===== config.mk =====
export PLATFORM = sky130hd
export DESIGN_NAME = div_restoring_seq
export DESIGN_NICKNAME = d
export VERILOG_FILES = /design/src/rtl/div_restoring_seq_pkg.sv /design/src/rtl/div_restoring_seq_sub_stage.sv /design/src/rtl/div_restoring_seq.sv
export SDC_FILE = /design/constraint.sdc
export NUM_CORES = 1
export LEC_CHECK = 0
export BUFFER_PORTS_ARGS = -buffer_cell sky130_fd_sc_hd__clkbuf_2
export CAP_MARGIN = 20
export CORE_MARGIN = 2
export CORE_UTILIZATION = 55
export CTS_CLUSTER_DIAMETER = 40
export DETAILED_ROUTE_END_ITERATION = 16
export PLACE_DENSITY = 0.84
export RECOVER_POWER = 50
export SYNTH_ARGS = -nofsm -noshare
export SYNTH_HDL_FRONTEND = slang
export SYNTH_SLANG_ARGS = --single-unit
export TNS_END_PERCENT = 100

===== constraint.sdc =====
create_clock -name clk -period 5.5 [get_ports clk]
set_input_delay 1.1 -clock clk [delete_from_list [all_inputs] [get_ports clk]]
set_output_delay 1.1 -clock clk [all_outputs]
set_load 0.01 [all_outputs]

===== src/rtl/div_restoring_seq_pkg.sv =====
// Shared definitions for the sequential restoring divider.
//   state_e        : FSM state encoding (IDLE, RUN, DONE)
//   DEFAULT_WIDTH  : default operand width
//   cnt_width()    : iteration counter width for a given operand width
package div_restoring_seq_pkg;

  typedef enum logic [1:0] {
    IDLE = 2'd0,
    RUN  = 2'd1,
    DONE = 2'd2
  } state_e;

  localparam int unsigned DEFAULT_WIDTH = 4;

  // The counter only has to hold WIDTH-1; keep at least one bit.
  function automatic int unsigned cnt_width(input int unsigned w);
    int unsigned n;
    n = $clog2(w);
    return (n < 1) ? 1 : n;
  endfunction

  localparam int unsigned DEFAULT_CNT_W = cnt_width(DEFAULT_WIDTH);

endpackage


===== src/rtl/div_restoring_seq_sub_stage.sv =====
// Ripple subtract stage: diff = minuend - subtrahend, with no borrow-in.
// Implemented as minuend + ~subtrahend + 1; borrow_out is the inverted
// final carry.
//   minuend    in  W   left operand
//   subtrahend in  W   right operand
//   diff       out W   modulo-2^W difference
//   borrow_out out 1   1 when subtrahend > minuend
module div_restoring_seq_sub_stage #(
  parameter int unsigned W = 5
) (
  input  logic [W-1:0] minuend,
  input  logic [W-1:0] subtrahend,
  output logic [W-1:0] diff,
  output logic         borrow_out
);

  always_comb begin
    logic c;
    logic nb;
    diff = '0;
    c    = 1'b1;
    for (int unsigned i = 0; i < W; i++) begin
      nb      = ~subtrahend[i];
      diff[i] = minuend[i] ^ nb ^ c;
      c       = (minuend[i] & nb) | (c & (minuend[i] ^ nb));
    end
    borrow_out = ~c;
  end

endmodule


===== src/rtl/div_restoring_seq.sv =====
// Sequential restoring divider: unsigned quotient and remainder over WIDTH
// iteration cycles using a single WIDTH+1-bit ripple subtract stage.
//   clk, rst_n   clock, asynchronous active-low reset
//   start        request, sampled only in IDLE
//   dividend     captured on accepted start
//   divisor      captured on accepted start
//   busy         high whenever the FSM is not in IDLE
//   done         one-cycle pulse, results valid
//   quotient     result quotient, held until the next accepted start
//   remainder    result remainder, held until the next accepted start
//   div_by_zero  set with done on a zero divisor (DIV_ZERO_DETECT_EN only)
// Build option: define DIV_ZERO_DETECT_EN to short-circuit a zero divisor
// straight to DONE; otherwise a zero divisor runs the full iteration count
// and div_by_zero is tied low.
module div_restoring_seq
  import div_restoring_seq_pkg::*;
#(
  parameter int unsigned WIDTH = DEFAULT_WIDTH
) (
  input  logic             clk,
  input  logic             rst_n,
  input  logic             start,
  input  logic [WIDTH-1:0] dividend,
  input  logic [WIDTH-1:0] divisor,
  output logic             busy,
  output logic             done,
  output logic [WIDTH-1:0] quotient,
  output logic [WIDTH-1:0] remainder,
  output logic             div_by_zero
);

  localparam int unsigned CNT_W = cnt_width(WIDTH);

  state_e           state_q, state_d;
  logic [CNT_W-1:0] cnt_q, cnt_d;
  logic [WIDTH:0]   r_q, r_d;
  logic [WIDTH-1:0] q_q, q_d;
  logic [WIDTH-1:0] divisor_q, divisor_d;
  logic [WIDTH-1:0] quotient_q, quotient_d;
  logic [WIDTH-1:0] remainder_q, remainder_d;
  logic             busy_q, busy_d;
  logic             done_q, done_d;

  logic [WIDTH:0]   p;
  logic [WIDTH:0]   diff;
  logic             borrow;

  // Shift the next dividend bit into the partial remainder.
  assign p = {r_q[WIDTH-1:0], q_q[WIDTH-1]};

  // R can reach 2*divisor-1, so the subtract must be WIDTH+1 bits wide.
  div_restoring_seq_sub_stage #(
    .W(WIDTH + 1)
  ) u_sub (
    .minuend    (p),
    .subtrahend ({1'b0, divisor_q}),
    .diff       (diff),
    .borrow_out (borrow)
  );

`ifdef DIV_ZERO_DETECT_EN
  logic dbz_q, dbz_d;
`endif

  always_comb begin
    state_d     = state_q;
    cnt_d       = cnt_q;
    r_d         = r_q;
    q_d         = q_q;
    divisor_d   = divisor_q;
    quotient_d  = quotient_q;
    remainder_d = remainder_q;
`ifdef DIV_ZERO_DETECT_EN
    dbz_d       = dbz_q;
`endif

    unique case (state_q)
      IDLE: begin
        if (start) begin
          divisor_d   = divisor;
          q_d         = dividend;
          r_d         = '0;
          cnt_d       = CNT_W'(WIDTH - 1);
          quotient_d  = '0;
          remainder_d = '0;
          state_d     = RUN;
`ifdef DIV_ZERO_DETECT_EN
          dbz_d       = 1'b0;
          if (divisor == '0) begin
            state_d     = DONE;
            quotient_d  = '1;
            remainder_d = dividend;
            dbz_d       = 1'b1;
          end
`endif
        end
      end
      RUN: begin
        q_d = {q_q[WIDTH-2:0], ~borrow};
        r_d = borrow ? p : diff;
        if (cnt_q == '0) begin
          // Results are registered on the final iteration so they are
          // valid in the same cycle as the done pulse.
          state_d     = DONE;
          quotient_d  = q_d;
          remainder_d = r_d[WIDTH-1:0];
        end else begin
          cnt_d = cnt_q - CNT_W'(1);
        end
      end
      DONE: begin
        state_d = IDLE;
      end
      default: begin
        state_d = IDLE;
      end
    endcase

    busy_d = (state_d != IDLE);
    done_d = (state_d == DONE);
  end

  always_ff @(posedge clk or negedge rst_n) begin
    if (!rst_n) begin
      state_q     <= IDLE;
      cnt_q       <= '0;
      r_q         <= '0;
      q_q         <= '0;
      divisor_q   <= '0;
      quotient_q  <= '0;
      remainder_q <= '0;
      busy_q      <= 1'b0;
      done_q      <= 1'b0;
`ifdef DIV_ZERO_DETECT_EN
      dbz_q       <= 1'b0;
`endif
    end else begin
      state_q     <= state_d;
      cnt_q       <= cnt_d;
      r_q         <= r_d;
      q_q         <= q_d;
      divisor_q   <= divisor_d;
      quotient_q  <= quotient_d;
      remainder_q <= remainder_d;
      busy_q      <= busy_d;
      done_q      <= done_d;
`ifdef DIV_ZERO_DETECT_EN
      dbz_q       <= dbz_d;
`endif
    end
  end

  assign busy      = busy_q;
  assign done      = done_q;
  assign quotient  = quotient_q;
  assign remainder = remainder_q;
`ifdef DIV_ZERO_DETECT_EN
  assign div_by_zero = dbz_q;
`else
  assign div_by_zero = 1'b0;
`endif

endmodule


* Word level (Yosys, flattened, before mapping)
Index checks and enable logic that the tools add are counted.
** Storage, ports and cells
- Register bits after elaboration :: 26
- Bits of input ports :: 11
- Word-level logic and storage cells :: 65
** Operators by class
- Bitwise operators :: 26
- $add $sub $neg :: 1
- Mux-type cells :: 16
- Equality and inequality tests :: 5
- Reduce and logical (&&, ||, !) cells :: 8
** Operator list (count)
- case mux 4 bit (2 select lines) :: 4
- two-way mux 4 bit :: 6
- AND 1 bit :: 8
- two-way mux 2 bit :: 4
- case mux 2 bit (2 select lines) :: 2
- bitwise XOR 1 bit :: 7
- inequality test 2 bit, second input constant :: 3
- NOT 1 bit :: 6
- AND reduction 3 bit :: 2
- bitwise OR 1 bit :: 5
- zero test 2 bit :: 2
- AND reduction 2 bit :: 2
- nonzero test 2 bit :: 2
- == test 2 x 1 -> 1 bit, second input constant :: 1
- == test 2 bit, second input constant :: 1
- subtractor 2 x 1 -> 2 bit, second input constant :: 1

* Logic depth before layout (Yosys ltp)
- Depth in word-level cells :: 14
- Gate-level depth with buffers :: 11

* Hierarchy
A second synthesis with hierarchy kept.
** Second synthesis, totals
- Cells, all modules :: 105
- Area, all modules :: 1351.3 um^2
** By module, submodules not included
- div_restoring_seq :: times used 1, seq. area each 650.6 um^2, cells each 90, area an instance 1221.2 um^2
- div_restoring_seq_sub_stage :: times used 1, seq. area each 0.0 um^2, cells each 15, area an instance 130.1 um^2

* Worst setup path after synthesis
OpenSTA, ideal clock, no wires.
- Path kind :: reg-to-reg
- From :: register q_q[3]
- To :: register r_q[3]
- Buffers on the path :: 1
- Required time :: 5.417 ns
- Stages on the path, launching flop included :: 12
- Library setup time :: 0.083 ns
- Path slack :: 3.174 ns
- Arrival :: 2.244 ns
- Clock period less this slack :: 2.326 ns
- Path through :: dfrtp_1 inv_1 ha_1 inv_1 fa_1 fa_1 inv_1 fa_1 nor2b_1 buf_4 mux2_2 o21ai_0
** On the way
- Word-level cells in the longest chain between the ends :: 12
- Elaborated cells on any way between the ends :: 14
** Ends and longest elaborated chain
- start: declaration :: RTL line div_restoring_seq.sv:37 : logic [WIDTH-1:0] q_q, q_d;
- start signal: assignment :: RTL line div_restoring_seq.sv:141 : q_q <= q_d;
- AND 1 bit / bitwise XOR 1 bit (equally long branches) :: RTL line div_restoring_seq_sub_stage.sv:25 : c = (minuend[i] & nb) | (c & (minuend[i] ^ nb));
- bitwise OR 1 bit (*) :: RTL line div_restoring_seq_sub_stage.sv:25
- AND 1 bit (*) :: RTL line div_restoring_seq_sub_stage.sv:25
- bitwise OR 1 bit (*) :: RTL line div_restoring_seq_sub_stage.sv:25
- AND 1 bit (*) :: RTL line div_restoring_seq_sub_stage.sv:25
- bitwise OR 1 bit (*) :: RTL line div_restoring_seq_sub_stage.sv:25
- AND 1 bit :: RTL line div_restoring_seq_sub_stage.sv:25
- bitwise OR 1 bit :: RTL line div_restoring_seq_sub_stage.sv:25
- AND 1 bit :: RTL line div_restoring_seq_sub_stage.sv:25
- bitwise OR 1 bit :: RTL line div_restoring_seq_sub_stage.sv:25
- two-way mux 4 bit (*) :: RTL line div_restoring_seq.sv:100 : r_d = borrow ? p : diff;
- case mux 4 bit (2 select lines) (*) :: RTL line div_restoring_seq.sv:77 : unique case (state_q)
- end signal: assignment :: RTL line div_restoring_seq.sv:140 : r_q <= r_d;
- end: declaration :: RTL line div_restoring_seq.sv:36 : logic [WIDTH:0] r_q, r_d;
Mark *: on every way between the ends. The rest lies on a longest branch, timed or not.
A chain may end at the register's enable or synchronous reset.

* Final worst setup path
- From :: register q_q[3]
- To :: register remainder_q[3] (netlist: remainder[3])
** On the way
- Word-level cells in the longest chain between the ends :: 13
- Elaborated cells on any way between the ends :: 15
** Ends and longest elaborated chain
- AND 1 bit / bitwise XOR 1 bit (equally long branches) :: RTL line div_restoring_seq_sub_stage.sv:25
- bitwise OR 1 bit (*) :: RTL line div_restoring_seq_sub_stage.sv:25
- AND 1 bit (*) :: RTL line div_restoring_seq_sub_stage.sv:25
- bitwise OR 1 bit (*) :: RTL line div_restoring_seq_sub_stage.sv:25
- AND 1 bit (*) :: RTL line div_restoring_seq_sub_stage.sv:25
- bitwise OR 1 bit (*) :: RTL line div_restoring_seq_sub_stage.sv:25
- AND 1 bit :: RTL line div_restoring_seq_sub_stage.sv:25
- bitwise OR 1 bit :: RTL line div_restoring_seq_sub_stage.sv:25
- AND 1 bit :: RTL line div_restoring_seq_sub_stage.sv:25
- bitwise OR 1 bit :: RTL line div_restoring_seq_sub_stage.sv:25
- two-way mux 4 bit (*) :: RTL line div_restoring_seq.sv:100
- two-way mux 4 bit (*) :: RTL line div_restoring_seq.sv:101 : if (cnt_q == '0) begin
- case mux 4 bit (2 select lines) (*) :: RTL line div_restoring_seq.sv:77
- end signal: assignment :: RTL line div_restoring_seq.sv:144 : remainder_q <= remainder_d;
- end: declaration :: RTL line div_restoring_seq.sv:40 : logic [WIDTH-1:0] remainder_q, remainder_d;
Mark *: on every way between the ends. The rest lies on a longest branch, timed or not. The select of a mux whose other input is x is not followed.

==> metrics.cfg <==
[floorplan]
core_um2 = 2190
start_util_pct = 58.1
rows = 17
die_w_um = 52.1
die_y_um = 52.1
num_io_pins = 22
die-area_um2 = 2720

[detailed_routing]
first_pass_iters = 4
drc = 0
drt_iter0_drc = 10
routedWlPerCell_um = 14.5
num_vias = 867
final_antenna_net_count = 0
viasPerCell = 5.49
drt_wl_total_mm = 2.30

[grt]
grt_max_degree = 27
antenna_found_initial = 0
grt_pass1_vias = 884
grt_overflow = 0
grt_usage_pct = 19.8
grt_pass1_wl_mm = 3.86

[worst_setup_path]
cp_cell_sequence = inv_1 > ha_1 > inv_1 > fa_1 > fa_1 > inv_1 > fa_1 > nor2b_1 > mux2_2 > o2bb2ai_1
reg2reg_to = remainder[3]
arrival_ns = 3.03
r2r_start = q_q[3]
cp-end-kind = flip-flop
slowest_delay_ns = 0.46
worstSetupPathType = flip-flop to flip-flop
start_kind = flip-flop
critPathRequiredTime_ns = 5.74
reg2reg_slack_ns = 2.71
cp_slowest_cell = nor2b_1
critPathMaxFanout = 6
ff2ff_path_depth = 10

[cts]
clockBufferDepth = 2
cts_sinks = 26
cts_resized = 0
cts-root-buf = clkbuf_4
post_cts_buffers = 0
insertion_delay_ns = 0.31
numCtsBuffers = 3
postCtsHoldBufs = 0
cts_tree = built
clk_pin_slew_ns = 0.14
htree_levels = 1

[placed_design]
place_hpwl_mm = 1.71
port_buffers = 20
routabilityCongestion = 0.807

[min_path]
min_from = remainder[1]
min_path_cells = 1
hp-class = flip-flop to flip-flop
worstHoldEndpoint = remainder[1]

[finish]
diodes = 0
layout-drive-gt1-share_pct = 26.2
areaGrowthSynthToFinish_pct = 10.6
nNetsFinal = 147

[pwr]
p_seq_share_pct = 40.0
clkPwrFrac_pct = 11.1
combPwrFrac_pct = 48.8
power_density_nw_per_um2 = 602
p_sw_share_pct = 39.8
peakVddDrop_v = 0.000311
p_int_mw = 0.511
leakagePower_nw = 0.694
power_switching_mw = 0.337

[timing]
finalSetupTns_ns = 0
slew_viol_final = 0
period_needed_ns = 2.79
tightestPinTransition_ns = 1.35
fmax_mhz = 359
grt_setup_unrepaired = false
final.setup_skew_ns = 0.00160
whs_ns = 0.516
timing.final.crit_share_pct = 50.6
setup_viol = 0
finalHoldViolations = 0
slew_headroom_pct = 10.0

[yosys]
syn-num-nets = 126
avgSynthCellArea_um2 = 11.6
synth-seq-area-share_pct = 51.1
syn_area_um2 = 1270
synth_cells = 110
synth_seq_cells = 26
ys_warn_count = 0
netlist-cell-type-count = 31

[run]
max-cap-violations = 0

[run_status]
outcome = finished clean

final cells by class:
class                           instances  area (µm²)
Fill cell                             171         782
Sequential cell                        26         651
Multi-Input combinational cell         64         529
Timing Repair Buffer                   20        97.6
Inverter                               16        60.1
Clock buffer                            4        36.3
Tap cell                               28        35.0
cells in the final DEF (no fill, tap or decap):
cell type   n
o21bai_1    1
mux2_2      7
clkbuf_8    1
inv_1      16
a221oi_1    1
o22ai_1     6
nor2_1      2
clkbuf_2   18
nor2b_1     3
o21ai_0     2
clkbuf_4    3
mux2_4      1
nand2b_1    2
a21oi_1     3
mux2i_1     5
o2bb2ai_1   4
o211ai_1    1
a21o_1      1
a21oi_4     1
clkbuf_1    2
o21ai_1     1
nor2_4      1
conb_1      1
nand2b_4    1
nand2_1     9
a2bb2oi_1   1
dfrtp_1    26
ha_1        2
and2b_1     1
a22o_1      1
fa_1        3
a22oi_1     2
nand2b_2    1
synthesized netlist by cell type (all sizes together):
library cell | number | area share, %
dfrtp | 26 | 51
ha | 2 | 2.0
a22oi | 2 | 1.2
o22ai | 6 | 2.9
a221oi | 1 | 0.69
a21o | 1 | 0.59
o211ai | 1 | 0.59
nand2 | 9 | 2.7
conb | 1 | 0.29
mux2 | 8 | 7.4
inv | 16 | 4.7
o2bb2ai | 4 | 2.8
mux2i | 5 | 3.9
buf | 4 | 2.7
o21bai | 1 | 0.59
nor2 | 3 | 1.5
a2bb2oi | 1 | 0.69
fa | 3 | 4.7
nand2b | 4 | 2.8
nor2b | 3 | 1.5
a21oi | 4 | 2.5
o21ai | 3 | 1.2
and2b | 1 | 0.59
a22o | 1 | 0.69
kinds of logic (layout without fill, tap and decap cells):
group | after synthesis | after routing | synth area share (%)
AOI/OAI and AO/OA | 25 | 25 | 14.3
buffers and inverters | 20 | 40 | 7.37
other | 1 | 1 | 0.294
and+or+nand+nor | 20 | 20 | 8.94
DFF | 26 | 26 | 51.1
muxes | 13 | 13 | 11.3
adders and majority gates | 5 | 5 | 6.68
state kept, by name, indices dropped and copies added, names as in the netlist:
register   count
busy           1
r_q            4
done           1
q_q            4
cnt_q          2
remainder      4
divisor_q      4
state_q        2
quotient       4
per-stage QoR:
step           cell area [µm²]  total power, mW  utilization (%)  std cells  worst slack [ns]
4_1_cts                   1410            0.859             64.4        158              2.71
5_1_grt                   1410            0.920             64.3        158              2.56
3_5_place_dp              1380            0.762             62.8        154              2.75
3_3_place_gp              1380            0.732             62.8        154              2.91
6_report                  1410            0.848             64.3        158              2.71
2_1_floorplan             1270            0.661                -        110              3.17
power groups by stage:
| stage | sequential, mW | combinational, mW | clock (mW) |
|---|---|---|---|
| global route | 0.350 | 0.465 | 0.105 |
| global placement | 0.338 | 0.394 | 0 |
| floorplan | 0.329 | 0.332 | 0 |
| detailed placement | 0.344 | 0.418 | 0 |
| finish | 0.340 | 0.414 | 0.0945 |
| CTS | 0.339 | 0.422 | 0.0975 |
critical path, delay by kind of cell (launching register included):
| family | cells | cell delay [ns] |
|---|---|---|
| compound gates | 1 | 0.16 |
| mux | 1 | 0.41 |
| simple gates | 1 | 0.46 |
| fa+ha+maj | 4 | 1.04 |
| buf+inv | 3 | 0.23 |
| flops | 1 | 0.41 |
worst max-delay path by stage:
stage / startpoint / end / slack, ns / cells past startpoint
2_1_floorplan: q_q[3] / r_q[3] / 3.17 / 11
3_3_place_gp: q_q[3] / r_q[3] / 2.91 / 10
3_5_place_dp: q_q[3] / r_q[3] / 2.75 / 10
4_1_cts: q_q[3] / remainder[3] / 2.71 / 10
5_1_grt: q_q[3] / r_q[3] / 2.56 / 10
6_report: q_q[3] / remainder[3] / 2.71 / 10
metal layers:
| metal | routed length (µm) | track usage [%] | vias up |
|---|---|---|---|
| met4 | 68 | 9.65 | 0 |
| met2 | 1160 | 31.9 | 30 |
| met5 | 0 | 0 | - |
| met3 | 102 | 4.02 | 10 |
| li1 | - | - | 412 |
| met1 | 968 | 25.4 | 415 |
Power figures use the tool's default switching activity.
